<file path="config.mk">
export PLATFORM = sky130hd
export DESIGN_NAME = tone_sequencer_flat
export DESIGN_NICKNAME = d
export VERILOG_FILES = /design/src/rtl/tone_sequencer_if.sv /design/src/rtl/tone_sequencer.sv /design/src/flat_wrapper.sv
export SDC_FILE = /design/constraint.sdc
export NUM_CORES = 1
export LEC_CHECK = 0
export BUFFER_PORTS_ARGS = -buffer_cell sky130_fd_sc_hd__buf_2
export CAP_MARGIN = 25
export CORE_MARGIN = 2
export CORE_UTILIZATION = 40
export DETAILED_ROUTE_END_ITERATION = 10
export PLACE_DENSITY_LB_ADDON = 0.15
export SYNTH_ARGS = -nofsm -noshare
export SYNTH_HDL_FRONTEND = slang
export SYNTH_SLANG_ARGS = --single-unit
export TNS_END_PERCENT = 5
</file>
<file path="constraint.sdc">
create_clock -name clk -period 2.8 [get_ports clk]
set_input_delay 0.14 -clock clk [delete_from_list [all_inputs] [get_ports clk]]
set_output_delay 0.14 -clock clk [all_outputs]
set_load 0.005 [all_outputs]
</file>
<file path="src/rtl/tone_sequencer_if.sv">
// Request and codec sample-write signals of the tone sequencer.
// The control side (keypad/FSM logic plus the codec's ready) uses the
// master modport; the sequencer uses the slave modport.
interface tone_sequencer_if #(
    parameter int DEPTH = 4,
    parameter int PW    = 16,
    parameter int DW    = 16
);
    localparam int CW = $clog2(DEPTH) + 1;

    logic          req_valid;
    logic          req_ready;
    logic [PW-1:0] req_half_period;
    logic [DW-1:0] req_duration;
    logic          write_ready;
    logic          write;
    logic [23:0]   writedata_left;
    logic [23:0]   writedata_right;
    logic          busy;
    logic [CW-1:0] queue_count;

    modport master (
        output req_valid, req_half_period, req_duration, write_ready,
        input  req_ready, write, writedata_left, writedata_right, busy, queue_count
    );

    modport slave (
        input  req_valid, req_half_period, req_duration, write_ready,
        output req_ready, write, writedata_left, writedata_right, busy, queue_count
    );
endinterface

</file>
<file path="src/rtl/tone_sequencer.sv">
// Queues tone requests and plays them back-to-back as full-scale square
// waves into the codec sample-write port. Half-period and duration are
// counted in accepted codec samples (cycles with write_ready high).
module tone_sequencer #(
    parameter int DEPTH = 4,
    parameter int PW    = 16,
    parameter int DW    = 16
) (
    input  logic               clk,
    input  logic               reset,
    tone_sequencer_if.slave    bus
);
    localparam int AW = $clog2(DEPTH);
    localparam int CW = AW + 1;

    typedef enum logic [1:0] {
        IDLE,
        LOAD,
        PLAY
    } state_t;

    state_t        state;
    state_t        state_nxt;

    logic [PW-1:0] q_half [DEPTH];
    logic [DW-1:0] q_dur  [DEPTH];
    logic [AW-1:0] wr_ptr;
    logic [AW-1:0] rd_ptr;
    logic [CW-1:0] count;
    logic [CW-1:0] count_nxt;

    logic [PW-1:0] half;
    logic [PW-1:0] phase;
    logic [DW-1:0] remaining;
    logic          polarity;

    logic          ready;
    logic          push;
    logic          pop;
    logic          tick;

    assign ready     = (count < CW'(DEPTH));
    assign push      = bus.req_valid && ready;
    assign pop       = (state == LOAD);
    assign tick      = bus.write_ready;
    assign count_nxt = count + CW'(push) - CW'(pop);

    // Queue storage: written on push, no reset needed since count gates reads.
    always_ff @(posedge clk) begin
        if (push) begin
            q_half[wr_ptr] <= bus.req_half_period;
            q_dur[wr_ptr]  <= bus.req_duration;
        end
    end

    // Queue pointers and occupancy.
    always_ff @(posedge clk or posedge reset) begin
        if (reset) begin
            wr_ptr <= '0;
            rd_ptr <= '0;
            count  <= '0;
        end else begin
            if (push) wr_ptr <= wr_ptr + AW'(1);
            if (pop)  rd_ptr <= rd_ptr + AW'(1);
            count <= count_nxt;
        end
    end

    // Tone counters: loaded from the queue head in LOAD, advanced on ticks in PLAY.
    always_ff @(posedge clk or posedge reset) begin
        if (reset) begin
            half      <= '0;
            phase     <= '0;
            remaining <= '0;
            polarity  <= 1'b0;
        end else if (state == LOAD) begin
            half      <= (q_half[rd_ptr] == '0) ? PW'(1) : q_half[rd_ptr];
            phase     <= '0;
            remaining <= q_dur[rd_ptr];
            polarity  <= 1'b0;
        end else if (state == PLAY && tick) begin
            if (phase == half - PW'(1)) begin
                phase    <= '0;
                polarity <= ~polarity;
            end else begin
                phase <= phase + PW'(1);
            end
            remaining <= remaining - DW'(1);
        end
    end

    // State register.
    always_ff @(posedge clk or posedge reset) begin
        if (reset) state <= IDLE;
        else       state <= state_nxt;
    end

    // Next-state and output decode; queue emptiness looks at the post-edge
    // occupancy so a same-cycle push keeps the sequencer going.
    always_comb begin
        state_nxt           = state;
        bus.write           = bus.write_ready;
        bus.writedata_left  = '0;
        bus.writedata_right = '0;
        bus.busy            = (state != IDLE) || (count != '0);
        bus.queue_count     = count;
        case (state)
            IDLE: begin
                if (count != '0) state_nxt = LOAD;
            end
            LOAD: begin
                if (q_dur[rd_ptr] == '0) state_nxt = (count_nxt != '0) ? LOAD : IDLE;
                else                     state_nxt = PLAY;
            end
            PLAY: begin
                bus.writedata_left  = polarity ? 24'h800000 : 24'h7FFFFF;
                bus.writedata_right = polarity ? 24'h800000 : 24'h7FFFFF;
                if (tick && remaining == DW'(1)) state_nxt = (count_nxt != '0) ? LOAD : IDLE;
            end
            default: state_nxt = IDLE;
        endcase
    end

    assign bus.req_ready = ready;
endmodule

</file>
<file path="src/flat_wrapper.sv">
// flat-port wrapper written by rule: the top's interface ports become plain ports
module tone_sequencer_flat 
#(
    parameter int DEPTH = 4,
    parameter int PW    = 16,
    parameter int DW    = 16
)
  (clk, reset, bus_req_valid, bus_req_half_period, bus_req_duration, bus_write_ready, bus_req_ready, bus_write, bus_writedata_left, bus_writedata_right, bus_busy, bus_queue_count);
  tone_sequencer_if #(.DEPTH(DEPTH), .PW(PW), .DW(DW)) bus_i ();
  input  logic clk;
  input  logic reset;
  input wire logic [$bits(bus_i.req_valid)-1:0] bus_req_valid;
  input wire logic [$bits(bus_i.req_half_period)-1:0] bus_req_half_period;
  input wire logic [$bits(bus_i.req_duration)-1:0] bus_req_duration;
  input wire logic [$bits(bus_i.write_ready)-1:0] bus_write_ready;
  output wire logic [$bits(bus_i.req_ready)-1:0] bus_req_ready;
  output wire logic [$bits(bus_i.write)-1:0] bus_write;
  output wire logic [$bits(bus_i.writedata_left)-1:0] bus_writedata_left;
  output wire logic [$bits(bus_i.writedata_right)-1:0] bus_writedata_right;
  output wire logic [$bits(bus_i.busy)-1:0] bus_busy;
  output wire logic [$bits(bus_i.queue_count)-1:0] bus_queue_count;
  assign bus_i.req_valid = bus_req_valid;
  assign bus_i.req_half_period = bus_req_half_period;
  assign bus_i.req_duration = bus_req_duration;
  assign bus_i.write_ready = bus_write_ready;
  assign bus_req_ready = bus_i.req_ready;
  assign bus_write = bus_i.write;
  assign bus_writedata_left = bus_i.writedata_left;
  assign bus_writedata_right = bus_i.writedata_right;
  assign bus_busy = bus_i.busy;
  assign bus_queue_count = bus_i.queue_count;
  tone_sequencer #(.DEPTH(DEPTH), .PW(PW), .DW(DW)) u_core (.clk(clk), .reset(reset), .bus(bus_i));
endmodule
</file>
==> impl_metrics.py <==
metrics = {
    "cells_and_area": {
        "num-nets-final": 783,
        "fillCellCount": 1792,
        "area_growth_pct": 16.6,
        "multiInputGateArea_um2": 2860,
        "seqCellArea_um2": 5300,
        "diodes": 0,
        "instances_no_fill": 1024,
        "drive_gt1_share_pct": 25.8,
    },
    "logic_synthesis": {
        "yosysTopAreaCell": "edfxtp_1",
        "syn_nets": 701,
        "synthTopCellsByArea": "edfxtp_1 44%, dfrtp_1 17%, mux4_2 8.3%",
        "synth.most_common_cell": "edfxtp_1",
        "ys_ff_latch": 186,
        "synthCells": 654,
        "yosysTopAreaCellShare_pct": 44.3,
        "synthFlopType": "edfxtp_1",
        "ys_types": 62,
        "synth_edf_count": 128,
        "synth-seq-area-share_pct": 61.0,
        "avgSynthCellArea_um2": 13.3,
        "async_reset_ff_share_pct": 31.2,
        "synth_warnings": 0,
        "synthTopCellsByCount": "128 x edfxtp_1, 90 x nand2_1, 58 x dfrtp_1",
        "synth_area_um2": 8690,
    },
    "pwr": {
        "ir_drop_uv": 428,
        "p_per_area_nw_per_um2": 686,
        "p_leak_nw": 3.86,
        "power_w": 0.00695,
    },
    "worst_setup_path": {
        "reg2reg_slack_ps": 190,
        "crit_required_ps": 3150,
        "worstPathMaxFanout": 8,
        "r2r-start": "u_core.half[1]",
        "cp_cell_sequence": "inv_1 > ha_2 > and2_1 > or3b_1 > a2111oi_2 > o311a_2 > nand4_4 > nor2_4 > mux2i_1",
        "critPathSlowestCell": "dfrtp_1",
        "critPathArrivalTime_ps": 2970,
        "critPathTopFamily": "simple AND/OR/NAND/NOR gates",
        "slowest_delay_ps": 430,
        "r2r_cells": 9,
        "cp.depth": 9,
        "crit_type": "flop to flop",
        "path_buf_inv": 1,
        "critPathLaunchType": "flop",
        "rr_endpoint": "u_core.polarity",
        "critPathCaptureType": "flop",
    },
    "detailed_routing": {
        "route.detailed.drc": 0,
        "dr.pass1.iters": 5,
        "vias_per_cell": 5.29,
        "dr_total_vias": 5421,
        "wl_um": 18000,
        "wl_met2_um": 8420,
        "drtIter0Drc": 401,
        "wl_met1_um": 8500,
        "wl_per_cell_um": 17.6,
        "antenna_left": 0,
        "top_layer": "met4",
        "dr_wl_met3_um": 913,
    },
    "timing": {
        "hold_viol_final": 0,
        "finalSetupViolCount": 0,
        "worst_hold_slack_ps": 130,
        "fin_crit_sh_pct": 93.3,
        "slew_headroom_pct": 58.0,
        "rsz0062_at_grt": "no",
        "drv_slew": 0,
        "tns_ps": 0,
        "fmax_ghz": 0.383,
        "finalCriticalPeriod_ps": 2610,
        "tightest_slew_ps": 629,
        "skew_ps": 8.63,
    },
    "placed_design": {
        "gp_congestion": 0.838,
        "dp_cells": 957,
        "port_buffers": 89,
        "dp_hpwl_um": 11800,
    },
    "hold_path": {
        "whs_endpoint": "u_core.state[1]",
        "min_from": "bus_write_ready",
        "min_path_cells": 4,
        "hp-class": "primary input to flop",
    },
    "run": {
        "drv_cap": 0,
    },
    "floorplanning": {
        "fp.dieW_um": 151,
        "die_h_um": 151,
        "rows": 53,
        "core_area_um2": 21200,
        "die_area_um2": 22900,
        "start_util_pct": 41.1,
        "pin_count": 90,
    },
    "clocking": {
        "cts_buffers": 17,
        "cts_tree": "done",
        "cts_root_buf": "clkbuf_16",
        "max-clock-path-buffers": 2,
        "cts_sinks": 186,
        "cts.clk_slew.worst_paths_ps": 80,
        "htreeDepth": 4,
        "clock_latency_ps": 430,
    },
    "global_routing": {
        "grt_remaining_overflow": 0,
        "grt_pass1_vias": 5246,
        "grt_pass1_wl_um": 28600,
        "antenna_found_initial": 0,
        "grt_usage_pct": 16.6,
        "grt_max_degree": 47,
    },
    "outcome": {
        "status": "finished clean",
    },
}
-- where the power goes --
part / internal [W] / switching, W / leakage (nW)
combinational: 0.000409 / 0.000548 / 1.69
clock: 0.00128 / 0.00114 / 0.289
sequential: 0.00336 / 0.000215 / 1.88
total: 0.00504 / 0.00190 / 3.86
-- metal layers --
| layer | vias up | track usage (%) |
|---|---|---|
| met4 | 0 | 4.35 |
| met3 | 18 | 3.46 |
| met1 | 2694 | 23.5 |
| li1 | 2537 | - |
| met2 | 172 | 26.0 |
| met5 | - | 0 |
-- layout make-up --
class | count | area share (%)
clock buffers | 17 | 4.20
clock inverters | 15 | 1.72
inverters | 16 | 0.593
multi-input cells | 373 | 28.3
flip-flops and latches | 186 | 52.3
well taps | 275 | 3.40
repair buffers | 142 | 9.52
-- stage by stage --
step / worst slack, ps / area [µm²] / util (%)
2_1_floorplan: 1.29 / 8690 / -
3_3_place_gp: 167 / 9170 / 43.3
3_5_place_dp: 106 / 9170 / 43.3
4_1_cts: 71.5 / 10100 / 47.7
5_1_grt: 47.6 / 10100 / 47.9
6_report: 187 / 10100 / 47.9
-- registers in the layout (all words and copies together), names as in the netlist --
signal,cells
u_core.half,16
u_core.state,2
u_core.bus.queue_count,3
u_core.wr_ptr,2
u_core.rd_ptr,2
u_core.q_half,64
u_core.q_dur,64
u_core.remaining,16
u_core.polarity,1
u_core.phase,16
-- layout by cell type, fill, tap and decap left out, drive strengths merged, types with 11 or more instances in the layout --
cell,n
nand4,14
inv,23
nand3,14
buf,109
clkbuf,17
dfrtp,58
a21oi,11
nor4,18
mux4,32
o21ai,23
edfxtp,128
xor2,16
nand2,90
dlygate4sd3,33
nor2,26
nor3,16
xnor2,19
-- worst max path at each step --
stage	from	end	slack, ps
floorplan	u_core.state[1]	u_core.state[0]	1
global placement	u_core.half[1]	u_core.polarity	170
detailed placement	u_core.half[1]	u_core.polarity	110
CTS	u_core.half[1]	u_core.polarity	70
global route	u_core.half[1]	u_core.polarity	50
finish	u_core.half[1]	u_core.polarity	190
-- cells by family after synthesis --
family / count (synthesis) / synth area share [%]
buffers and inverters: 97 / 6.44
xor gates and xnor gates: 35 / 3.53
AOI/OAI and AO/OA: 66 / 5.17
DFF: 186 / 61.0
and+or+nand+nor: 220 / 13.1
muxes: 38 / 8.99
adders and majority gates: 12 / 1.79
-- worst register-to-register path: cells and delay by family (launching register included) --
kind                     cells  cell delay (ps)
adder cells (fa/ha/maj)      1              240
multiplexers                 1              200
AND/OR/NAND/NOR              4              950
flip-flops                   1              430
buffers and inverters        1               90
AO/OA/AOI/OAI                2              620
-- repair_timing --
item,4_1_cts,5_1_grt
hold buffers,33,0
hold endpoints to repair,155,0
resized for setup,0,4
buffers inserted,0,0
endpoints found under the setup margin,0,15
Power figures use the tool's default switching activity.
